## src/rtl/booth_seq_mul.sv

```systemverilog
// booth_seq_mul -- iterative radix-2 Booth multiplier, one Booth step per clock.
//
// Operands are extended to WIDTH+1 bits on acceptance. The extension is sign
// or zero depending on in_signed, so a single signed Booth datapath gives
// exact results in both modes. The block then runs WIDTH+1 add/shift steps
// and presents the low 2*WIDTH bits of {ACC, Q}.
//
// Ports:
//   clk, rst      rising-edge clock, synchronous active-high reset
//   in_valid      operand transaction offered (accepted in IDLE only)
//   in_ready      high in IDLE; depends on state only
//   in_signed     1 = two's-complement operands, 0 = unsigned
//   in_a, in_b    multiplicand / multiplier, WIDTH bits each
//   out_valid     out_product holds a completed result (DONE)
//   out_ready     consumer accepts the result
//   out_product   2*WIDTH-bit product; keeps its value until the next result
//   busy          high in CALC or DONE
module booth_seq_mul #(
  parameter int WIDTH = 8,
  localparam int CNT_W = $clog2(WIDTH + 2)
) (
  input  logic                 clk,
  input  logic                 rst,
  input  logic                 in_valid,
  output logic                 in_ready,
  input  logic                 in_signed,
  input  logic [WIDTH-1:0]     in_a,
  input  logic [WIDTH-1:0]     in_b,
  output logic                 out_valid,
  input  logic                 out_ready,
  output logic [2*WIDTH-1:0]   out_product,
  output logic                 busy
);

  typedef enum logic [1:0] {IDLE, CALC, DONE} state_t;

  localparam logic [CNT_W-1:0] CNT_START = CNT_W'(WIDTH + 1);
  localparam logic [CNT_W-1:0] CNT_ONE   = CNT_W'(1);

  state_t                state_reg, state_next;
  logic [WIDTH:0]        a_ext_reg;
  logic [WIDTH+1:0]      acc_reg;
  logic [WIDTH:0]        q_reg;
  logic                  q_m1_reg;
  logic [CNT_W-1:0]      cnt_reg;
  logic [2*WIDTH-1:0]    product_reg;

  // The mode bit only matters at the moment of extension, so it is folded
  // into the extended operands instead of being kept in a separate register.
  logic [WIDTH:0]        a_in_ext;
  logic [WIDTH:0]        b_in_ext;

  assign a_in_ext = {in_signed & in_a[WIDTH-1], in_a};
  assign b_in_ext = {in_signed & in_b[WIDTH-1], in_b};

  // One Booth step: conditional add/subtract of A_ext, then arithmetic shift
  // of {ACC, Q, q_-1}. ACC is one bit wider than A_ext, so the sum cannot
  // overflow. A most-negative A is therefore handled by the subtractor itself.
  logic [WIDTH+1:0]      a_addend;
  logic [WIDTH+1:0]      sum;
  logic [WIDTH+1:0]      acc_shift;
  logic [WIDTH:0]        q_shift;
  logic [2*WIDTH-1:0]    product_next;

  always_comb begin
    a_addend = {a_ext_reg[WIDTH], a_ext_reg};
    sum      = acc_reg;
    case ({q_reg[0], q_m1_reg})
      2'b01:   sum = acc_reg + a_addend;
      2'b10:   sum = acc_reg - a_addend;
      default: sum = acc_reg;
    endcase
    acc_shift    = {sum[WIDTH+1], sum[WIDTH+1:1]};
    q_shift      = {sum[0], q_reg[WIDTH:1]};
    // Low 2*WIDTH bits of the shifted {ACC, Q}. The bits above them are only
    // sign/guard bits of the extended product.
    product_next = {acc_shift[WIDTH-2:0], q_shift};
  end

  // Next-state and handshake outputs.
  always_comb begin
    state_next = state_reg;
    in_ready   = 1'b0;
    out_valid  = 1'b0;
    busy       = 1'b0;
    case (state_reg)
      IDLE: begin
        in_ready = 1'b1;
        if (in_valid) state_next = CALC;
      end
      CALC: begin
        busy = 1'b1;
        if (cnt_reg == CNT_ONE) state_next = DONE;
      end
      DONE: begin
        busy      = 1'b1;
        out_valid = 1'b1;
        if (out_ready) state_next = IDLE;
      end
      default: state_next = IDLE;
    endcase
  end

  always_ff @(posedge clk) begin
    if (rst) begin
      state_reg   <= IDLE;
      a_ext_reg   <= '0;
      acc_reg     <= '0;
      q_reg       <= '0;
      q_m1_reg    <= 1'b0;
      cnt_reg     <= '0;
      product_reg <= '0;
    end else begin
      state_reg <= state_next;
      case (state_reg)
        IDLE: begin
          if (in_valid) begin
            a_ext_reg <= a_in_ext;
            q_reg     <= b_in_ext;
            acc_reg   <= '0;
            q_m1_reg  <= 1'b0;
            cnt_reg   <= CNT_START;
          end
        end
        CALC: begin
          acc_reg  <= acc_shift;
          q_reg    <= q_shift;
          q_m1_reg <= q_reg[0];
          cnt_reg  <= cnt_reg - CNT_ONE;
          // The result is captured on the final step. It then holds through
          // DONE and beyond, until the next transaction completes.
          if (cnt_reg == CNT_ONE) product_reg <= product_next;
        end
        default: ;
      endcase
    end
  end

  assign out_product = product_reg;

endmodule

```

## config.mk

```make
export PLATFORM = sky130hd
export DESIGN_NAME = booth_seq_mul
export DESIGN_NICKNAME = d
export VERILOG_FILES = /design/src/rtl/booth_seq_mul.sv
export SDC_FILE = /design/constraint.sdc
export NUM_CORES = 1
export LEC_CHECK = 0
export CELL_PAD_IN_SITES_DETAIL_PLACEMENT = 1
export CELL_PAD_IN_SITES_GLOBAL_PLACEMENT = 1
export CORE_MARGIN = 2
export CORE_UTILIZATION = 40
export CTS_CLUSTER_SIZE = 20
export DETAILED_ROUTE_END_ITERATION = 8
export PLACE_DENSITY = 0.89
export SYNTH_ARGS = -nofsm -noshare
export SYNTH_HDL_FRONTEND = slang
export SYNTH_SLANG_ARGS = --single-unit
```

## constraint.sdc

```tcl
create_clock -name clk -period 3 [get_ports clk]
set_input_delay 0.9 -clock clk [delete_from_list [all_inputs] [get_ports clk]]
set_output_delay 0.9 -clock clk [all_outputs]
set_load 0.01 [all_outputs]
```

==> impl_metrics.ini <==
[status]
status = completed

[floorplanning]
die_w_um = 87.91
dieArea_sq_mm = 0.007728
core_sq_mm = 0.006794
die_h_um = 87.91
num_rows = 30
start_util_pct = 41.45
io_pins = 40

[run]
drv_cap = 0

[logic_synthesis]
synthAdderAreaFrac_pct = 7.819
synth_area_per_cell_sq_um = 8.117
netlist_top_cells_count = dfxtp_1, nand2_1, nor2_1
synth.distinct_cells = 54
synthFlopType = dfxtp_1
synth-compound-area-share_pct = 21.24
synth_top_family_by_area = simple AND/OR/NAND/NOR gates
syn_inst = 347
synth.area.top_cells = dfxtp_1, ha_1, nand2_1, a21oi_1, nor2_1
async_flop_share_pct = 0
yosysTopAreaCell = dfxtp_1
synthSimpleGateAreaFrac_pct = 22.39
synthMuxAreaShare_pct = 5.020
ys_ff_latch = 50
synth_top_area_share_pct = 35.54
synth_fp_nets = 385
synthXorXnorAreaFrac_pct = 3.110
ys_seq_area_share_pct = 35.54
synth_edf_count = 0
synthesis.area_sq_mm = 0.002816
ys_warn_count = 0

[clocking]
cts_tree = yes
clk_pin_slew_worst_paths_ns = 0.10
cts_buffer_depth = 2
cts_sinks = 50
h-tree-depth = 2
cts_buffers = 5
cts-root-buf = clkbuf_8
clk_latency_ns = 0.32

[route]
drc_errors = 0
viasPerCell = 5.479
drt_iter0_drc = 89
routed_wl_um = 7706
firstDrtPassIters = 4
avgRoutedWirePerCell_um = 16.05
antenna_left = 0
vias = 2630

[final_layout]
drive_gt1_share_pct = 6.771
nets = 421
n_antenna_cell = 0
num-fill-cells = 822
largest_register_ffs = 16
areaGrowthSynthToFinish_pct = 21.59
final_area_sq_mm = 0.003425

[pwr]
ir_drop_v = 0.0005501
p_per_area_mw_per_mm2 = 931.2
leakage_nw = 1.254

[timing]
max-slew-margin-rel_pct = 56.78
finalHoldViolations = 0
hold_ws_ns = 0.4613
min_period_over_period_pct = 94.03
worst_pin_slew_ns = 0.6416
fin_crit_ns = 2.821
setup_viol = 0
finClkSkew_ns = 0.007211
drv_slew = 0
worst_slack_ns = 0.1792
max_freq_mhz = 354.5
fin_setup_tns_ns = 0

[global_route]
grt_max_degree = 30
track_usage_pct = 21.08
grt_pass1_wl_um = 12900
antenna_found_initial = 0
first_global_vias = 2751
grt_remaining_overflow = 0

[placement]
place_area_sq_mm = 0.003304
port_buffers = 39
gp_congestion = 0.8541
hpwlAfterDp_um = 5747
post-place-ws_ns = 0.2327

[critical_path]
critPathLaunchType = flop
cp.arrival_ns = 3.07
crit_fanout = 13
startpoint = q_reg[0]
crit_type = flop to flop
cp.required_ns = 3.25
end_kind = flop
worstReg2RegStart = q_reg[0]

[worst_hold_path]
min_from = out_product[0]
hold_class = flop to flop
layout make-up:
| type | instances | area, sq um | area share, % |
|---|---|---|---|
| multi-input combinational | 265 | 1682 | 49.10 |
| tap | 96 | 120.1 | 3.507 |
| timing repair buffer | 49 | 460.4 | 13.45 |
| clock buffer | 5 | 68.82 | 2.010 |
| clock inverter | 3 | 47.55 | 1.388 |
| inverter | 12 | 45.04 | 1.315 |
| sequential | 50 | 1001 | 29.23 |
through the flow:
step                util, %  total power [mW]  std cells
floorplan                 -             2.161        347
global placement      48.64             2.566        472
detailed placement    48.64             2.658        472
CTS                   50.35             3.186        480
global route          50.41             3.436        480
finish                50.41             3.189        480
power breakdown:
group / internal [mW] / switching (mW)
clock: 0.255 / 0.253
combinational: 0.719 / 1.02
sequential: 0.803 / 0.139
total: 1.78 / 1.41
per-layer routing:
layer  vias up  wire length (um)  global-route usage (%)
li1       1307                 -                       -
met1      1240              3338                   26.34
met2        65              3859                   36.29
met3        18               322                   4.147
met4         0               185                   7.133
met5         -                 0                       0
timing repair:
item,4_1_cts,5_1_grt
setup buffers,0,0
endpoints found under the setup margin,0,2
gates resized for setup,0,1
hold buffers,0,0
cells by family after synthesis:
| family | count (synthesis) |
|---|---|
| flip-flops | 50 |
| multiplexers | 14 |
| XOR/XNOR | 10 |
| AO/OA/AOI/OAI | 91 |
| buffers and inverters | 32 |
| AND/OR/NAND/NOR | 133 |
| adder cells (fa/ha/maj) | 17 |
path summary, 6_finish.rpt:
check              endpoint  slack (ns)  depth (start not counted)
max              acc_reg[8]        0.18                          9
min          out_product[0]        0.46                          2
max reg2reg      acc_reg[8]        0.18                          9
min reg2reg  out_product[0]        0.46                          2
critical path, cell delays in order, from the launching register on:
cell and delay (ns):
dfxtp_1 0.40, ha_1 0.48, mux2_2 0.42, inv_1 0.06, ha_1 0.21, nor2b_1 0.15
o2111a_1 0.27, o21a_1 0.19, or4_1 0.47, nand3_1 0.10
cell usage in the layout, fill, tap and decap left out, drive strengths merged, types with 4 or more instances in the layout:
master and n:
a211oi 14, a21oi 32, a22oi 4, a32oi 4
buf 11, clkbuf 5, clkdlybuf4s50 38, dfxtp 50
ha 16, inv 14, mux2i 13, nand2 50
nand3 7, nor2 38, nor2b 4, nor3 10
o21a 9, o21ai 10, xnor2 7
Note: power is estimated with default switching activity, not from simulation.
